[config.mk]
export PLATFORM = sky130hd
export DESIGN_NAME = program_loader
export DESIGN_NICKNAME = d
export VERILOG_FILES = /design/src/rtl/program_loader.sv
export SDC_FILE = /design/constraint.sdc
export NUM_CORES = 1
export LEC_CHECK = 0
export CAP_MARGIN = 25
export CORE_UTILIZATION = 60
export DETAILED_ROUTE_END_ITERATION = 10
export PLACE_DENSITY = 0.87
export SLEW_MARGIN = 5
export SYNTH_ARGS = -nofsm -noshare
export SYNTH_HDL_FRONTEND = slang
export SYNTH_SLANG_ARGS = --single-unit
[constraint.sdc]
create_clock -name clk -period 6.7 [get_ports clk]
set_clock_uncertainty 0.15 [all_clocks]
set_input_delay 1.005 -clock clk [delete_from_list [all_inputs] [get_ports clk]]
set_output_delay 1.005 -clock clk [all_outputs]
set_load 0.05 [all_outputs]
[src/rtl/program_loader.sv]
// ---------------------------------------------------------------------------
// program_loader
//
// Boot-time loader that sits directly upstream of the IF stage. It takes a
// program image from the UART receiver as a byte stream, assembles
// little-endian 32-bit words and writes the instruction words into the
// instruction ROM's write port. The CPU core is held in reset until the
// complete image has arrived and its XOR checksum has matched.
//
// Image layout (each field one little-endian 32-bit word):
//   length N, then N instruction words, then XOR of those N words.
//
// Ports:
//   clk             system clock
//   reset_n         synchronous, active-low reset
//   rx_data         received byte
//   rx_valid        rx_data holds a byte this cycle
//   rx_ready        loader can take a byte (transfer = rx_valid & rx_ready)
//   rom_wren        one-cycle ROM write strobe per instruction word
//   rom_address     byte address of the word being written (multiple of 4)
//   rom_write_data  word being written
//   cpu_reset_n     reset to the CPU core, released only after a good load
//   done            load finished with a matching checksum (sticky)
//   error           load failed (sticky)
// ---------------------------------------------------------------------------
module program_loader #(
    parameter int ADDRESS_BITWIDTH = 12
) (
    input  logic                        clk,
    input  logic                        reset_n,
    input  logic [7:0]                  rx_data,
    input  logic                        rx_valid,
    output logic                        rx_ready,
    output logic                        rom_wren,
    output logic [ADDRESS_BITWIDTH-1:0] rom_address,
    output logic [31:0]                 rom_write_data,
    output logic                        cpu_reset_n,
    output logic                        done,
    output logic                        error
);

    // The word counter is one bit wider than the word-address field so that
    // it can hold the full-capacity count after the last word is written.
    localparam int          WORD_COUNT_BITS = ADDRESS_BITWIDTH - 1;
    localparam logic [31:0] CAPACITY        = 32'd1 << (ADDRESS_BITWIDTH - 2);

    typedef enum logic [2:0] {
        LEN,
        DATA,
        WRITE,
        CSUM,
        DONE,
        ERROR
    } state_t;

    state_t                     state_q, state_d;
    logic [1:0]                 byteCount_q, byteCount_d;
    logic [WORD_COUNT_BITS-1:0] wordCount_q, wordCount_d;
    logic [WORD_COUNT_BITS-1:0] length_q, length_d;
    logic [31:0]                assembly_q, assembly_d;
    logic [31:0]                checksum_q, checksum_d;
    logic [ADDRESS_BITWIDTH-1:0] romAddress_q, romAddress_d;
    logic [31:0]                romData_q, romData_d;

    logic        accept;
    logic        wordComplete;
    logic [31:0] wordNow;

    // Output decode depends only on the current state, so rx_ready never
    // depends combinationally on rx_valid.
    always_comb begin
        rx_ready    = 1'b0;
        rom_wren    = 1'b0;
        cpu_reset_n = 1'b0;
        done        = 1'b0;
        error       = 1'b0;
        unique case (state_q)
            LEN, DATA, CSUM: rx_ready = 1'b1;
            WRITE:           rom_wren = 1'b1;
            DONE: begin
                done        = 1'b1;
                cpu_reset_n = 1'b1;
            end
            ERROR:           error = 1'b1;
            default:         ;
        endcase
    end

    assign rom_address    = romAddress_q;
    assign rom_write_data = romData_q;

    // Byte assembly plus next-state logic. wordNow is the assembly register
    // with the incoming byte already merged in, so a word can be acted on in
    // the same cycle its 4th byte arrives.
    always_comb begin
        state_d      = state_q;
        byteCount_d  = byteCount_q;
        wordCount_d  = wordCount_q;
        length_d     = length_q;
        assembly_d   = assembly_q;
        checksum_d   = checksum_q;
        romAddress_d = romAddress_q;
        romData_d    = romData_q;

        accept       = rx_valid & rx_ready;
        wordComplete = accept && (byteCount_q == 2'd3);
        wordNow      = assembly_q;
        wordNow[{byteCount_q, 3'b000} +: 8] = rx_data;

        if (accept) begin
            assembly_d  = wordNow;
            byteCount_d = byteCount_q + 2'd1;
        end

        unique case (state_q)
            LEN: begin
                if (wordComplete) begin
                    // Full 32-bit compare: any upper bit set is an oversize image.
                    if (wordNow > CAPACITY) begin
                        state_d = ERROR;
                    end else begin
                        length_d = wordNow[WORD_COUNT_BITS-1:0];
                        state_d  = (wordNow == 32'd0) ? CSUM : DATA;
                    end
                end
            end
            DATA: begin
                if (wordComplete) begin
                    romData_d    = wordNow;
                    romAddress_d = {wordCount_q[WORD_COUNT_BITS-2:0], 2'b00};
                    state_d      = WRITE;
                end
            end
            WRITE: begin
                checksum_d  = checksum_q ^ romData_q;
                wordCount_d = wordCount_q + WORD_COUNT_BITS'(1);
                state_d     = (wordCount_d == length_q) ? CSUM : DATA;
            end
            CSUM: begin
                if (wordComplete) begin
                    state_d = (wordNow == checksum_q) ? DONE : ERROR;
                end
            end
            default: ;
        endcase
    end

    // State register. Reset returns to LEN from anywhere, including mid-load;
    // whatever has already been written into the ROM is left as is.
    always_ff @(posedge clk) begin
        if (!reset_n) begin
            state_q      <= LEN;
            byteCount_q  <= '0;
            wordCount_q  <= '0;
            length_q     <= '0;
            assembly_q   <= '0;
            checksum_q   <= '0;
            romAddress_q <= '0;
            romData_q    <= '0;
        end else begin
            state_q      <= state_d;
            byteCount_q  <= byteCount_d;
            wordCount_q  <= wordCount_d;
            length_q     <= length_d;
            assembly_q   <= assembly_d;
            checksum_q   <= checksum_d;
            romAddress_q <= romAddress_d;
            romData_q    <= romData_d;
        end
    end

endmodule

==> results.toml, run 1 <==
[cells_and_area]
seq_area_mm2 = 0.002663
final_common_cell = "dfxtp_1"
drive_gt1_frac = 0.06762
num-fill-cells = 784
fin_nets = 847
layout.cells.most_common_list = "dfxtp_1, nor2_1, nand2_1, a211oi_1, clkdlybuf4s50_1"
fin_area_mm2 = 0.007786
antenna_cells = 0
multi_input_comb_area_mm2 = 0.003595
syn2layout_area_growth_pct = 18.20
utilization = 0.7442

[placed_design]
dp_hpwl_um = 13400
placed_area_mm2 = 0.007142
portBuffers = 57
gp_congestion = 0.9761
place_ws_ns = 2.164

[die]
rows = 37
dieHeight_um = 106.8
core_mm2 = 0.01046
dieArea_mm2 = 0.01140
die_w_um = 106.8
start_util = 0.6296
io_pins = 60

[timing]
timing.fmax_ghz = 0.2313
fin_ws_ns = 2.376
final-setup-viol-count = 0
min_period_ns = 4.324
slew_viol_final = 0
worst_pin_slew_ns = 0.8426
setup_tns_ns = 0
finalCritPeriodShare = 0.6454
final_hold_viol_count = 0
slew_headroom = 0.4383
rsz0062_at_grt = "false"

[worst_setup_path]
worstSetupStartpointType = "register"
crit_path_max_fanout = 14
ff2ff_path_depth = 9
path_class = "register to register"
reg2reg_to = "length_q[4]"
required_ns = 6.94
r2r-start = "byteCount_q[0]"
cp.arrival_ns = 4.56
endpoint_kind = "register"
reg2reg_slack_ns = 2.38

[detailed_routing]
first_pass_iters = 5
viasPerCell = 6.173
wl_per_cell_um = 19.78
drt_iter0_drc = 571
wirelength_um = 19360
drc_errors = 0
ant_nets = 0
vias = 6043

[synthesis]
synth_edf_count = 0
post_synth_num_cell_types = 60
yosys.area_share.simple = 0.2236
yosysWarnings = 0
synth_top_family_by_area = "simple AND/OR/NAND/NOR gates"
yosysSeqAreaShare = 0.4042
avgSynthCellArea_um2 = 8.153
ys_ff_latch = 133
netlist_area_mm2 = 0.006588
synthMuxAreaShare = 0.01140
synth_compound_area_frac = 0.1962
synthXorXnorAreaFrac = 0.09972
ys.flop_type = "dfxtp_1"
async_flop_share = 0
netlist_instances = 808
synthAdderAreaFrac = 0.01140

[clocking]
clockRootBuffer = "clkbuf_8"
clk_pin_slew_ns = 0.06
cts-resized-gates = 0
clockBufferDepth = 2
cts.sinks = 133
clk_latency_ns = 0.54
cts_buffers = 17
tritoncts = "built"
cts_hold_buffers = 0
cts.htree.levels = 4
post-cts-setup-buffers = 0

[pwr]
power_leakage_nw = 2.662
ir_worst_vdd_mv = 0.2297
power_density_mw_per_mm2 = 255.5

[grt]
antenna_found_initial = 0
grt.overflow.total = 0
grt_pass1_vias = 5576
grt_max_degree = 71
track_usage = 0.3507
grt_pass1_wl_um = 30150

[min_path]
min_from = "assembly_q[24]"
hold_path_depth = 2
hold_path.class = "register to register"
holdPathEnd = "assembly_q[24]"

[flow_run]
drv_cap = 0

[run_status]
outcome = "finished clean"
-- cell usage after synthesis, drive strengths merged, types with 3 or more instances --
cell / count / area share
o22ai: 4 / 0.0038
nor3: 9 / 0.0085
a22oi: 8 / 0.0091
clkbuf: 54 / 0.031
o21ai: 5 / 0.0038
buf: 10 / 0.0097
nand2: 81 / 0.046
xnor2: 32 / 0.043
inv: 22 / 0.013
a21oi: 53 / 0.040
a211oi: 68 / 0.084
ha: 6 / 0.011
and3: 3 / 0.0028
xor2: 43 / 0.057
and2: 5 / 0.0047
nor2b: 40 / 0.038
nor2: 120 / 0.068
nor4: 8 / 0.0076
nor3b: 4 / 0.0046
a221oi: 3 / 0.0040
nand3: 18 / 0.014
a31oi: 17 / 0.016
nand4: 11 / 0.010
o21a: 3 / 0.0034
mux2i: 6 / 0.0091
or4: 4 / 0.0051
dfxtp: 133 / 0.40
nand2b: 4 / 0.0038
-- metrics by stage --
step           hold slack (ns)  total power [W]  std cells
5_1_grt                 0.3228         0.002050        979
2_1_floorplan           0.2818        0.0009778        809
3_3_place_gp            0.2871         0.001039        946
6_report                0.3039         0.001990        979
3_5_place_dp            0.2919         0.001040        946
4_1_cts                 0.3000         0.001987        978
-- area by class of cell --
type	instances	share of cell area
Multi-Input combinational cell	590	0.4617
Tap cell	136	0.02185
Sequential cell	133	0.3420
Clock inverter	11	0.01896
Clock buffer	21	0.06026
Inverter	22	0.01077
Timing Repair Buffer	66	0.08453
-- routing by layer --
| layer | GRT usage | wire [um] |
|---|---|---|
| met5 | 0 | 0 |
| met4 | 0.1693 | 619 |
| met3 | 0.08267 | 1719 |
| met2 | 0.5327 | 8752 |
| met1 | 0.4678 | 8270 |
-- power by group --
| group | switching, W | total [W] | leakage, nW | internal, W |
|---|---|---|---|---|
| sequential | 0.0000146 | 0.000818 | 1.08 | 0.000804 |
| clock | 0.000350 | 0.000957 | 0.293 | 0.000607 |
| combinational | 0.000148 | 0.000215 | 1.29 | 0.0000669 |
-- worst max-delay path by stage --
| stage | slack [ns] | endpoint | start | cells past startpoint |
|---|---|---|---|---|
| floorplan | 3.39 | length_q[2] | rx_data[2] | 8 |
| global placement | 2.23 | length_q[0] | rx_data[2] | 8 |
| detailed placement | 2.16 | length_q[2] | rx_data[2] | 8 |
| CTS | 2.41 | length_q[2] | byteCount_q[0] | 9 |
| global route | 2.20 | length_q[0] | byteCount_q[0] | 9 |
| finish | 2.38 | length_q[4] | byteCount_q[0] | 9 |
-- state kept, by name, indices dropped and copies added, names as in the netlist --
register and flops:
length_q 11, state_q 3, wordCount_q 11, rom_address 10, assembly_q 32, rom_write_data 32
checksum_q 32, byteCount_q 2
-- worst max-delay path, cell delays in order (launching register included) --
cell and delay (ns):
dfxtp_1 0.62, inv_1 0.21, ha_1 0.59, nor4bb_1 0.15, mux2_4 0.31, or4_1 0.51, or4_4 0.56, nor3_4 0.38
and2_1 0.53, a211oi_2 0.14
-- kinds of logic after synthesis --
| kind of cell | after synthesis |
|---|---|
| multiplexers | 7 |
| AO/OA/AOI/OAI | 185 |
| buffers and inverters | 86 |
| other | 1 |
| adder cells (fa/ha/maj) | 6 |
| AND/OR/NAND/NOR | 315 |
| XOR/XNOR | 75 |
| flip-flops | 133 |
Power figures use the tool's default switching activity.
==> run 2: changes to the inputs <==
Settings changed: CORE_UTILIZATION 60 to 52, PLACE_DENSITY 0.87 to 0.8.
Clock period 6.7 ns to 3.8 ns, I/O delays scaled along.
==> run 2 against run 1 <==
  * Critical path depth grew 1
  * Critical endpoint is now length_q[10]
  * Sequential cell count is the same
  * Critical path type unchanged
  * Register-to-register slack lost 1.9 ns
==> results.toml, run 2 (synthesis results as in run 1) <==
[run_status]
outcome = "finished clean"

[min_path]
hold_path.class = "register to register"
hold_path_depth = 2
holdPathEnd = "rom_address[4]"
min_from = "rom_address[4]"

[grt]
grt_max_degree = 79
track_usage = 0.3245
grt_pass1_wl_um = 31580
grt_pass1_vias = 5674
grt.overflow.total = 0
antenna_found_initial = 0

[clocking]
clk_pin_slew_ns = 0.06
clockBufferDepth = 2
cts_hold_buffers = 0
cts.sinks = 133
cts-resized-gates = 0
clockRootBuffer = "clkbuf_16"
clk_latency_ns = 0.42
post-cts-setup-buffers = 0
cts_buffers = 17
cts.htree.levels = 4
tritoncts = "built"

[detailed_routing]
wl_per_cell_um = 19.79
drt_iter0_drc = 514
vias = 6154
wirelength_um = 20580
ant_nets = 0
first_pass_iters = 5
drc_errors = 0
viasPerCell = 5.917

[timing]
slew_headroom = 0.4556
final-setup-viol-count = 0
setup_tns_ns = 0
rsz0062_at_grt = "false"
worst_pin_slew_ns = 0.8167
finalCritPeriodShare = 0.8872
final_hold_viol_count = 0
min_period_ns = 3.371
slew_viol_final = 0
timing.fmax_ghz = 0.2966

[placed_design]
portBuffers = 57
gp_congestion = 0.9441
placed_area_mm2 = 0.007433
dp_hpwl_um = 14850

[cells_and_area]
final_common_cell = "dfxtp_1"
antenna_cells = 0
fin_nets = 876
drive_gt1_frac = 0.09748
seq_area_mm2 = 0.002663
syn2layout_area_growth_pct = 22.60
num-fill-cells = 1011
fin_area_mm2 = 0.008077
multi_input_comb_area_mm2 = 0.003595
layout.cells.most_common_list = "dfxtp_1, nor2_1, nand2_1, a211oi_1, clkdlybuf4s50_1"

[die]
io_pins = 60
core_mm2 = 0.01216
start_util = 0.5417
dieHeight_um = 114.6
rows = 40
dieArea_mm2 = 0.01312
die_w_um = 114.6

[worst_setup_path]
cp-startpoint = "byteCount_q[0]"
crit_path_max_fanout = 12
r2r-start = "byteCount_q[0]"
crit_buf_inv = 2
ff2ff_path_depth = 10
path_class = "register to register"
critPathTopFamily = "simple AND/OR/NAND/NOR gates"
required_ns = 3.99
cp_slowest_cell = "or4_4"
worstSetupStartpointType = "register"
crit_chain = "inv_1 > ha_1 > nor4bb_1 > mux2_4 > or4_1 > or4_4 > nor3_4 > buf_4 > a21oi_1 > a211oi_1"
endpoint_kind = "register"
reg2reg_to = "length_q[10]"
cp_slowest_stage_delay_ns = 0.56
cp.arrival_ns = 3.56
reg2reg_slack_ns = 0.43

[flow_run]
drv_cap = 0

[pwr]
power_leakage_nw = 2.825
power_density_mw_per_mm2 = 454.0
ir_worst_vdd_mv = 0.4117
finalPower_w = 0.003667
-- run 2: worst max path at each step --
stage / cells after the start / end
after floorplan: 13 / length_q[2]
after global routing: 10 / length_q[10]
after global placement: 9 / length_q[10]
after CTS: 10 / length_q[10]
final: 10 / length_q[10]
after detailed placement: 9 / length_q[10]
-- run 2: area by class of cell --
| cell class | count | area share |
|---|---|---|
| multi-input combinational | 590 | 0.4451 |
| inverter | 22 | 0.01053 |
| clock buffer | 21 | 0.05825 |
| sequential | 133 | 0.3297 |
| clock inverter | 11 | 0.02138 |
| tap | 168 | 0.02603 |
| timing repair buffer | 95 | 0.1091 |
-- run 2: routing by layer --
layer | track usage | share of wire
met1 | 0.4345 | 0.45
met2 | 0.4865 | 0.44
met3 | 0.08735 | 0.074
met4 | 0.1489 | 0.037
met5 | 0 | 0
-- run 2: tightest hold or removal path: cells and delay by family (launching register included) --
| kind | cells | cell delay [ns] |
|---|---|---|
| AOI/OAI and AO/OA | 1 | 0.05 |
| DFF | 1 | 0.31 |
| and+or+nand+nor | 1 | 0.05 |
-- run 2: power breakdown --
group          switching (W)  internal [W]
Combinational       0.000287      0.000153
Clock               0.000637       0.00115
Sequential         0.0000202       0.00142
Total               0.000944       0.00272
-- run 2: per-stage QoR --
stage                     hold slack (ns)  cells    util  setup WS (ns)
after floorplan                    0.2818    809       -         0.5611
after global placement             0.2873   1008  0.6112         0.3782
after detailed placement           0.2952   1008  0.6112         0.3202
after CTS                          0.3029   1040  0.6641         0.4804
after global routing               0.3208   1040  0.6641         0.2152
final                              0.3031   1040  0.6641         0.4286
